**src/rtl/disp_spi_write_sched.sv**
```systemverilog
// Write scheduler for the seven-segment display SPI link: replays the enable/radix
// configuration after reset, then round-robins register writes from two requesters.
module disp_spi_write_sched #(
  parameter int unsigned GAP_CYCLES  = 4,
  parameter logic [7:0]  INIT_ENABLE = 8'hFF,
  parameter logic [7:0]  INIT_RADIX  = 8'h00
) (
  input  logic       spi_sclk_i,
  input  logic       rst_low_i,
  input  logic       req0_i,
  input  logic [3:0] addr0_i,
  input  logic [7:0] data0_i,
  output logic       ack0_o,
  input  logic       req1_i,
  input  logic [3:0] addr1_i,
  input  logic [7:0] data1_i,
  output logic       ack1_o,
  output logic       spi_ss_o,
  output logic       spi_mosi_o,
  output logic       busy_o,
  output logic       init_done_o
);

  localparam int unsigned GapW = (GAP_CYCLES > 1) ? $clog2(GAP_CYCLES) : 1;
  localparam logic [GapW-1:0] GapLast = GapW'(GAP_CYCLES - 1);

  typedef enum logic [2:0] {StInitEn, StInitRx, StIdle, StShift, StGap} state_e;

  state_e          state_q, state_d;
  logic [15:0]     shreg_q, shreg_d;
  logic [3:0]      bit_cnt_q, bit_cnt_d;
  logic [GapW-1:0] gap_cnt_q, gap_cnt_d;
  logic            ss_q, ss_d;
  logic            mosi_q, mosi_d;
  logic            ack0_q, ack0_d;
  logic            ack1_q, ack1_d;
  logic            busy_q, busy_d;
  logic            init_done_q, init_done_d;
  logic            init_phase_q, init_phase_d;
  logic            last_grant_q, last_grant_d;

  logic            load;
  logic [15:0]     frame;

  always_comb begin
    state_d      = state_q;
    shreg_d      = shreg_q;
    bit_cnt_d    = bit_cnt_q;
    gap_cnt_d    = gap_cnt_q;
    ss_d         = ss_q;
    mosi_d       = mosi_q;
    ack0_d       = 1'b0;
    ack1_d       = 1'b0;
    init_done_d  = init_done_q;
    init_phase_d = init_phase_q;
    last_grant_d = last_grant_q;
    load         = 1'b0;
    frame        = 16'h0000;

    unique case (state_q)
      StInitEn: begin
        load  = 1'b1;
        frame = {4'b0001, 4'd0, INIT_ENABLE};
      end
      StInitRx: begin
        load  = 1'b1;
        frame = {4'b0001, 4'd9, INIT_RADIX};
      end
      StIdle: begin
        // Requester 0 wins a tie only when requester 1 was the previous grantee.
        if (req0_i && (!req1_i || last_grant_q)) begin
          load         = 1'b1;
          frame        = {4'b0001, addr0_i, data0_i};
          ack0_d       = 1'b1;
          last_grant_d = 1'b0;
        end else if (req1_i) begin
          load         = 1'b1;
          frame        = {4'b0001, addr1_i, data1_i};
          ack1_d       = 1'b1;
          last_grant_d = 1'b1;
        end
      end
      StShift: begin
        mosi_d    = shreg_q[15];
        shreg_d   = {shreg_q[14:0], 1'b1};
        bit_cnt_d = bit_cnt_q + 4'd1;
        if (bit_cnt_q == 4'd15) begin
          ss_d      = 1'b1;
          mosi_d    = 1'b1;
          gap_cnt_d = '0;
          state_d   = StGap;
        end
      end
      StGap: begin
        gap_cnt_d = gap_cnt_q + 1'b1;
        if (gap_cnt_q == GapLast) begin
          if (!init_done_q && !init_phase_q) begin
            init_phase_d = 1'b1;
            state_d      = StInitRx;
          end else begin
            init_done_d = 1'b1;
            state_d     = StIdle;
          end
        end
      end
      default: state_d = StInitEn;
    endcase

    // First frame bit goes out in the cycle right after the loading edge.
    if (load) begin
      ss_d      = 1'b0;
      mosi_d    = frame[15];
      shreg_d   = {frame[14:0], 1'b1};
      bit_cnt_d = 4'd0;
      state_d   = StShift;
    end

    busy_d = (state_d != StIdle);
  end

  always_ff @(posedge spi_sclk_i or negedge rst_low_i) begin
    if (!rst_low_i) begin
      state_q      <= StInitEn;
      shreg_q      <= 16'hFFFF;
      bit_cnt_q    <= 4'd0;
      gap_cnt_q    <= '0;
      ss_q         <= 1'b1;
      mosi_q       <= 1'b1;
      ack0_q       <= 1'b0;
      ack1_q       <= 1'b0;
      busy_q       <= 1'b1;
      init_done_q  <= 1'b0;
      init_phase_q <= 1'b0;
      last_grant_q <= 1'b1;
    end else begin
      state_q      <= state_d;
      shreg_q      <= shreg_d;
      bit_cnt_q    <= bit_cnt_d;
      gap_cnt_q    <= gap_cnt_d;
      ss_q         <= ss_d;
      mosi_q       <= mosi_d;
      ack0_q       <= ack0_d;
      ack1_q       <= ack1_d;
      busy_q       <= busy_d;
      init_done_q  <= init_done_d;
      init_phase_q <= init_phase_d;
      last_grant_q <= last_grant_d;
    end
  end

  assign spi_ss_o    = ss_q;
  assign spi_mosi_o  = mosi_q;
  assign ack0_o      = ack0_q;
  assign ack1_o      = ack1_q;
  assign busy_o      = busy_q;
  assign init_done_o = init_done_q;

endmodule
```
**config.mk**
```make
export PLATFORM = sky130hd
export DESIGN_NAME = disp_spi_write_sched
export DESIGN_NICKNAME = d
export VERILOG_FILES = /design/src/rtl/disp_spi_write_sched.sv
export SDC_FILE = /design/constraint.sdc
export NUM_CORES = 1
export LEC_CHECK = 0
export CORE_ASPECT_RATIO = 1.2
export CORE_MARGIN = 1.5
export CORE_UTILIZATION = 34
export DETAILED_ROUTE_END_ITERATION = 10
export SLEW_MARGIN = 20
export SYNTH_ARGS = -nofsm -noshare
export SYNTH_HDL_FRONTEND = slang
export SYNTH_SLANG_ARGS = --single-unit
```
**constraint.sdc**
```tcl
create_clock -name spi_sclk_i -period 2.04 [get_ports spi_sclk_i]
set_clock_uncertainty 0.15 [all_clocks]
set_input_delay 0.204 -clock spi_sclk_i [delete_from_list [all_inputs] [get_ports spi_sclk_i]]
set_output_delay 0.204 -clock spi_sclk_i [all_outputs]
set_load 0.1 [all_outputs]
```
==> flow_metrics.env <==
export IMPL_ys_ff_latch=32
export IMPL_fillCellCount=449
export IMPL_gp_congestion=0.847
export IMPL_grt_pass1_vias=1391
export IMPL_cts_resized_gates=0
export IMPL_layout_nets=230
export IMPL_synth_seq_area_share_pct=49.5
export IMPL_fin_crit_ps=1730
export IMPL_leakage_nw=0.881
export IMPL_num_rows=27
export IMPL_setup_viol=0
export IMPL_critPathMaxFanout=10
export IMPL_die_area_um2=5320
export IMPL_p_total_mw=1.90
export IMPL_syn_area_um2=1660
export IMPL_port_buffer_count=33
export IMPL_syn_to_final_growth_pct=30.4
export IMPL_vias=1365
export IMPL_ant_nets=0
export IMPL_cp_end_kind="flop"
export IMPL_ys_async_sr_fraction_pct=100
export IMPL_grtUsageMet3_pct=4.09
export IMPL_antenna_found_initial=0
export IMPL_synth_top_cell_area_share_pct=30.0
export IMPL_postCtsHoldBufs=0
export IMPL_grt_pass1_wl_um=6530
export IMPL_maxCapViolations=0
export IMPL_synth_edf_count=0
export IMPL_die_y_um=79.6
export IMPL_fin_util_pct=46.5
export IMPL_htree_num_levels=2
export IMPL_cts_sinks=32
export IMPL_numCtsBuffers=5
export IMPL_cp_start_kind="flop"
export IMPL_relSlewSlack_pct=73.2
export IMPL_cts_setup_buffers=0
export IMPL_grt_max_degree=33
export IMPL_cts_root_buf="clkbuf_8"
export IMPL_clkSlewWorstSetupHoldPaths_ps=70
export IMPL_cts_tree="yes"
export IMPL_required_ps=2090
export IMPL_critPathKind="reg2reg"
export IMPL_fin_crit_sh_pct=84.8
export IMPL_worst_endpoint_arrival_ps=1780
export IMPL_core_um2=4660
export IMPL_start_util_pct=35.7
export IMPL_hpwl_um=2850
export IMPL_drtIter0Drc=59
export IMPL_routed_via_density=5.27
export IMPL_syn_avg_cell_area_um2=10.5
export IMPL_drv_slew=0
export IMPL_p_per_area_nw_per_um2=875
export IMPL_wl_per_cell_um=15.3
export IMPL_hold_viol=0
export IMPL_drc=0
export IMPL_timing_final_ws_setup_ps=310
export IMPL_synth_largest_area_cell="dfstp_2"
export IMPL_grt_overflow_total=0
export IMPL_netlist_instances=159
export IMPL_grtUsageMet2_pct=27.8
export IMPL_synth_cell_types=41
export IMPL_grt_total_usage_pct=16.4
export IMPL_layout_drive_gt1_share_pct=26.4
export IMPL_die_x_um=66.9
export IMPL_n_antenna_cell=0
export IMPL_grt_met1_usage_pct=20.1
export IMPL_outcome="finished clean"
export IMPL_drt_pass1_iter_count=4
export IMPL_synthTopCellsByArea="dfstp_2 30%, dfrtp_1 20%, nand2_1 6.5%, a22oi_2 5.3%, a32oi_1 4.2%"
export IMPL_synth_ff_type="dfstp_2"
export IMPL_tightest_slew_ps=401
export IMPL_wl_um=3950
export IMPL_insertion_delay_ps=290
export IMPL_tns_ps=0
export IMPL_hold_path_class="in2async"
export IMPL_yosysWarnings=0
export IMPL_rsz0062_at_grt="false"
export IMPL_ir_drop_mv=0.375
export IMPL_syn_nets=189
export IMPL_max_freq_mhz=578
export IMPL_busiest_layer="met2"
export IMPL_cts_buffer_depth=2
export IMPL_io_pins=34
export IMPL_dpl_worst_slack_ps=167
## Yosys cell counts, types with 3 or more instances
cell type	number
o21ai_1	3
a21o_1	4
o21ai_0	3
dfstp_2	19
buf_4	3
a21oi_1	10
a22oi_2	7
nand3_1	4
nand2b_1	6
buf_2	3
nand2_1	29
nor2_1	8
a32oi_1	8
dfrtp_1	13
## through the flow
| step | instances | hold slack (ps) | area [um2] |
|---|---|---|---|
| detailed placement | 251 | 312 | 2080 |
| floorplan | 159 | -242 | 1660 |
| finish | 259 | 165 | 2170 |
| global route | 259 | 203 | 2170 |
| CTS | 259 | 173 | 2170 |
| global placement | 251 | 302 | 2080 |
## layer usage
metal  vias up  share of wire (%)
li1        664                  -
met1       655                 43
met2        40                 49
met3         6                6.2
met4         0                1.6
met5         -                  0
## registers in the layout, indices dropped and copies added, names as in the netlist, 2 cells and up
name and flops:
bit_cnt_q 4, state_q 3, shreg_q 15, gap_cnt_q 2
## layout by cell type, fill, tap and decap left out, types with 3 or more instances in the layout
master,Yosys,final
o21ai_0,3,3
o21ai_1,3,3
a22oi_2,7,7
dfrtp_1,13,13
dfstp_2,19,19
buf_4,3,12
a32oi_1,8,8
a21o_1,4,4
nor2_1,8,8
clkbuf_8,0,6
nand2_1,29,29
nand2b_1,6,6
nand3_1,4,4
clkdlybuf4s50_1,0,27
buf_12,2,3
a21oi_1,10,10
## path summary, 6_finish.rpt
check                               to  cells past startpoint        start  slack [ps]
setup / recovery            shreg_q[5]                      4   state_q[0]         310
hold / removal              state_q[0]                      2    rst_low_i         160
setup reg to reg            shreg_q[5]                      4   state_q[0]         310
hold reg to reg            shreg_q[15]                      2  shreg_q[14]         310
max in group asynchronous       busy_o                      2    rst_low_i        1250
min in group spi_sclk_i    shreg_q[15]                      2  shreg_q[14]         310
## report_power, final
| group | switching (mW) | internal (mW) |
|---|---|---|
| sequential | 0.0901 | 0.814 |
| combinational | 0.266 | 0.231 |
| clock | 0.224 | 0.275 |
## area by class of cell
cell class,instances,area (um2),share of cell area [%]
inverter,1,3.75,0.173
tap,58,72.6,3.34
multi-input combinational,118,758,34.9
clock buffer,8,90.1,4.15
timing repair buffer,42,420,19.4
sequential,32,825,38.0
## worst max-delay path: stages (launching register included)
cell	delay, ps
dfrtp_1	490
nor3b_2	320
and3_2	400
a22oi_2	90
a32oi_1	190
## logic make-up (layout without fill, tap and decap cells)
kind of cell / Yosys count / in the layout / synth area share [%]
DFF: 32 / 32 / 49.5
xor gates and xnor gates: 3 / 3 / 1.58
adders and majority gates: 2 / 2 / 1.50
buffers and inverters: 9 / 51 / 4.89
AOI/OAI and AO/OA: 50 / 50 / 23.2
and+or+nand+nor: 63 / 63 / 19.2
Power figures use the tool's default switching activity.
==> RTL change 1: new RTL, same flow settings <==
Encoding of `state_e`: now Gray code (3 bits for 5 states).
--- a/src/rtl/disp_spi_write_sched.sv
+++ b/src/rtl/disp_spi_write_sched.sv
@@ -26,3 +26,3 @@
 
-  typedef enum logic [2:0] {StInitEn, StInitRx, StIdle, StShift, StGap} state_e;
+  typedef enum logic [2:0] {StInitEn = 3'b000, StInitRx = 3'b001, StIdle = 3'b011, StShift = 3'b010, StGap = 3'b110} state_e;
 
Formal check against the unedited RTL: no difference found for any inputs over 10 cycles, from zero or initial values and one cycle with rst_low_i low; not proved beyond that.
==> RTL change 1 against the original RTL <==
- sequential cell count stayed put
- power is 11% lower
- wire length is 3.6% higher
- sequential share of layout area is 0.26 points higher
- synthesized area is 2.4% lower
- setup slack worse by 47 ps
- fmax is 2.6% lower
- final area is 0.69% lower
- non-clock buffer count is 2 higher
- largest cell class unchanged
- highest routed layer unchanged
==> RTL change 1: results (changes against the original RTL) <==
- Least-Margin Pin Slew: 525 ps (+124 ps)
- Status: finished clean
- Number of global-route vias before repair: 1456 (+4.7%)
- CTS Buf Count: 5 (unchanged)
- Critical path's top delay family: simple AND/OR/NAND/NOR gates
- Met3 Track Usage GR: 5.24% (+1.2 points)
- FFs w/ async S/R, synth: 100% (unchanged)
- Biggest regs: shreg_q x15, bit_cnt_q x4, state_q x3
- Mux contribution to synthesized area: 0% (unchanged)
- GR Util met2: 29.5% (+1.7 points)
- CP Max Fanout: 12 (+2)
- Hpwl dp: 2950 um (+3.5%)
- Placed instance area: 2060 um^2 (-0.84%)
- Routed met1 length: 1760 um (+3.7%)
- Final wirelength: 4100 um (+3.6%)
- Vias per cell: 5.31 (+0.68%)
- First-pass GRT wire length: 6950 um (+6.3%)
- Clk Latency, worst-skew pair: 280 ps
- Starting DRT DRC Count: 54 (-8.5%)
- Sequential area share after synthesis: 50.8% (+1.2 points)
- Synth Net Count: 189 (unchanged)
- Synth cell count leaders: dfstp_2, nand2_1, dfrtp_1
- Critical Path Max Stage Delay: 650 ps (+160 ps)
- CTS root buffer: clkbuf_8
- CTS H-tree depth: 2 (unchanged)
- Post-Synth Adder-Cell Area: 2.31% (+0.81 points)
- Xor/xnor cell area share of the yosys netlist: 1.62% (+0.039 points)
- Dpl cells: 250 (-0.40%)
- Setup Fix Bufs, Post-CTS: 0 (unchanged)
- Met3 wire length: 272 um (+11%)
- Nets@finish: 230 (unchanged)
- Initial antenna violation count: 0 (unchanged)
- Largest net degree at the start of global routing: 33 (unchanged)
- GR Layer Usage met1: 20.7% (+0.57 points)
- Avg Cell Area, Syn: 10.3 um^2 (-1.8%)
- Synth Flop Type: dfstp_2
- Arrival time at the worst endpoint: 1840 ps (+60 ps)
- Static leakage: 0.884 nW (+0.23%)
- Critical Path Slowest Stage Cell: or3b_1
- Post_cts resized: 0 (unchanged)
- CP Launch Point: state_q[2]$_DFF_PN0_
- Share of layout cells above drive strength 1: 27.0% (+0.63 points)
- Synth top area cells: dfstp_2, dfrtp_1, a32oi_1
- Compound-cell area share of the yosys netlist: 25.1% (+1.9 points)
- IO Port Bufs: 33 (unchanged)
- Place WS: 45.8 ps (-122 ps)
- Routed via count: 1369 (+0.29%)
- Clk slew on worst S/H paths: 70 ps (about the same)
- Synth cell types: 42 (+2.4%)
- Gpl congestion: 0.845 (-0.19%)
- Metal2 WL: 1990 um (+1.7%)
- Yosys Warn Count: 0 (unchanged)
- Top routing layer used: met4
- ANT cells: 0 (unchanged)
- Max VDD drop: 0.509 mV (+36%)
- Total GRT Usage: 17.5% (+1.1 points)
- Maximum root-to-sink buffer count: 2 (unchanged)
- Pre-antenna DRT Iters: 4 (unchanged)
- Hold Path Class: input pin to async pin
## RTL change 1: power by group
group | total, mW | switching (mW) | internal [mW]
clock | 0.499 | 0.230 | 0.269
combinational | 0.375 | 0.193 | 0.182
sequential | 0.812 | 0.0682 | 0.744
## RTL change 1: final cells by class
type | count | area (um^2)
sequential | 32 | 825
clock buffer | 6 | 82.6
fill | 468 | 2440
timing repair buffer | 44 | 423
multi-input combinational | 111 | 723
tap | 58 | 72.6
clock inverter | 2 | 10.0
inverter | 5 | 18.8
## RTL change 1: path summary, 6_finish.rpt
check / to / slack [ps] / cells past startpoint
max: shreg_q[5]$_DFFE_PN1P_ / 260 / 4
min: ack0_o$_DFF_PN0_ / 170 / 2
max reg2reg: shreg_q[5]$_DFFE_PN1P_ / 260 / 4
min reg2reg: shreg_q[15]$_DFFE_PN1P_ / 320 / 2
max in group asynchronous: busy_o$_DFF_PN1_ / 1230 / 2
min in group spi_sclk_i: shreg_q[15]$_DFFE_PN1P_ / 320 / 2
==> RTL change 2: new RTL, same flow settings <==
Made on the original files. Set the parameter `GAP_CYCLES` to 8 (it was 4).
--- a/src/rtl/disp_spi_write_sched.sv
+++ b/src/rtl/disp_spi_write_sched.sv
@@ -3,3 +3,3 @@
 module disp_spi_write_sched #(
-  parameter int unsigned GAP_CYCLES  = 4,
+  parameter int unsigned GAP_CYCLES  = 8,
   parameter logic [7:0]  INIT_ENABLE = 8'hFF,
Formal check against the unedited RTL: no difference found for any inputs over 10 cycles, from zero or initial values and one cycle with rst_low_i low; that may be too few to reach the edited logic, so the function may still have changed.
==> RTL change 2 against the original RTL <==
- final cell count up 4.6%
- setup slack worse by 150 ps
- global-route usage up 0.33 points
- synthesized area up 1.5%
- final area up 4.7%
- sequential cell count up 1
- wire length up 0.86%
- critical path type unchanged
- largest cell class unchanged
Power is not compared: it rests on default switching activity, and its combinational part moved more than twofold at a synthesized area within 25%.
==> RTL change 2: results (changes against the original RTL) <==
- Status: finished clean
- Place WS: 48.0 ps (-119 ps)
- FF+latch area: 851 um^2 (+3.2%)
- First-pass GRT wire length: 6850 um (+4.9%)
- Biggest regs: shreg_q x15, bit_cnt_q x4
- Hold Path Class: input pin to async pin
- Nets@finish: 243 (+5.7%)
- Largest net degree at the start of global routing: 34 (+3.0%)
- Share of layout cells above drive strength 1: 24.9% (-1.5 points)
- Number of global-route vias before repair: 1482 (+6.5%)
- ANT cells: 0 (unchanged)
- Worst reg2reg path endpoint: busy_o$_DFF_PN1_
- IO Port Bufs: 33 (unchanged)
- Vias per cell: 5.34 (+1.2%)
- Synth cell types: 39 (-4.9%)
- Dpl cells: 263 (+4.8%)
- Relative slew margins: 72.3% (-0.93 points)
- Top routing layer used: met4
- Gpl congestion: 0.747 (-12%)
- WL per Instance: 14.7 um (-3.6%)
- Max VDD drop: 0.337 mV
- Total GRT Usage: 16.7% (+0.33 points)
- Setup slack, reg-to-reg: 160 ps (-150 ps)
- Metal2 WL: 1980 um (+1.7%)
- Arrival time at the worst endpoint: 1930 ps (+150 ps)
- Placed instance area: 2190 um^2 (+5.1%)
- R2R Path Start: state_q[1]$_DFF_PN0_
- Sequential area share after synthesis: 50.3% (+0.75 points)
- Met3 wire length: 191 um (-22%)
- CTS Buf Count: 5 (unchanged)
- R2R cell count: 4 (unchanged)
- Clk slew on worst S/H paths: 70 ps (about the same)
- Cells after Synth: 170 (+6.9%)
- FILL cells: 445 (-0.89%)
- Biggest register: shreg_q
- Hold Slack: 164 ps (-0.729 ps)
- Pre-antenna DRT Iters: 4 (unchanged)
- Setup Fix Bufs, Post-CTS: 0 (unchanged)
- Synth top area cells: dfstp_2, dfrtp_1, nand2_1
- Routed met1 length: 1750 um (+3.5%)
- CTS H-tree depth: 2 (unchanged)
- Synth cell count leaders: nand2_1, dfstp_2, dfrtp_1
- Critical Path Slowest Stage Cell: or4_1
- FFs w/ async S/R, synth: 100% (unchanged)
- Routed via count: 1446 (+5.9%)
- Hpwl dp: 2980 um (+4.4%)
- Starting DRT DRC Count: 91 (+54%)
- Initial antenna violation count: 0 (unchanged)
- Synth Net Count: 201 (+6.3%)
- Static leakage: 1.00 nW
- CP Max Fanout: 6 (-4)
- CTS root buffer: clkbuf_8
- Yosys Warn Count: 0 (unchanged)
- Critical Path Max Stage Delay: 530 ps (+40 ps)
[RTL change 2: worst max-delay path by stage]
stage | cells past startpoint | slack, ps | endpoint | startpoint
after CTS | 4 | 150 | busy_o$_DFF_PN1_ | state_q[1]$_DFF_PN0_
after floorplan | 4 | 210 | busy_o$_DFF_PN1_ | init_done_o$_DFFE_PN0P_
final | 4 | 160 | busy_o$_DFF_PN1_ | state_q[1]$_DFF_PN0_
after global routing | 5 | 40 | shreg_q[6]$_DFFE_PN1P_ | state_q[2]$_DFF_PN0_
after detailed placement | 5 | 50 | shreg_q[5]$_DFFE_PN1P_ | req0_i
after global placement | 5 | 120 | shreg_q[3]$_DFFE_PN1P_ | req0_i
[RTL change 2: per-layer routing]
metal  vias to the layer above  GRT usage [%]
met5                         -              0
met4                         0           6.12
met3                         6           3.78
met2                        35           27.7
met1                       703           21.1
li1                        702              -
[RTL change 2: area by class of cell]
cell class	instances	area share (%)
Multi-Input combinational cell	117	33.0
Clock inverter	3	0.771
Inverter	8	1.32
Timing Repair Buffer	47	21.3
Clock buffer	5	3.03
Tap cell	58	3.19
Sequential cell	33	37.4
[RTL change 2: worst max-delay path, delay by kind of cell (launching register included)]
family           cells  cell delay, ps
DFF                  1             440
and+or+nand+nor      4            1220
[RTL change 2: power breakdown]
group          switching, mW  internal [mW]
sequential           0.00145          0.663
combinational         0.0641         0.0906
clock                  0.247          0.235
total                  0.313          0.989
[RTL change 2: cells by family after synthesis]
family	synth area share [%]
AND/OR/NAND/NOR	18.5
AO/OA/AOI/OAI	20.9
flip-flops	50.3
buffers and inverters	5.33
XOR/XNOR	1.56
adder cells (fa/ha/maj)	2.22
multiplexers	1.19
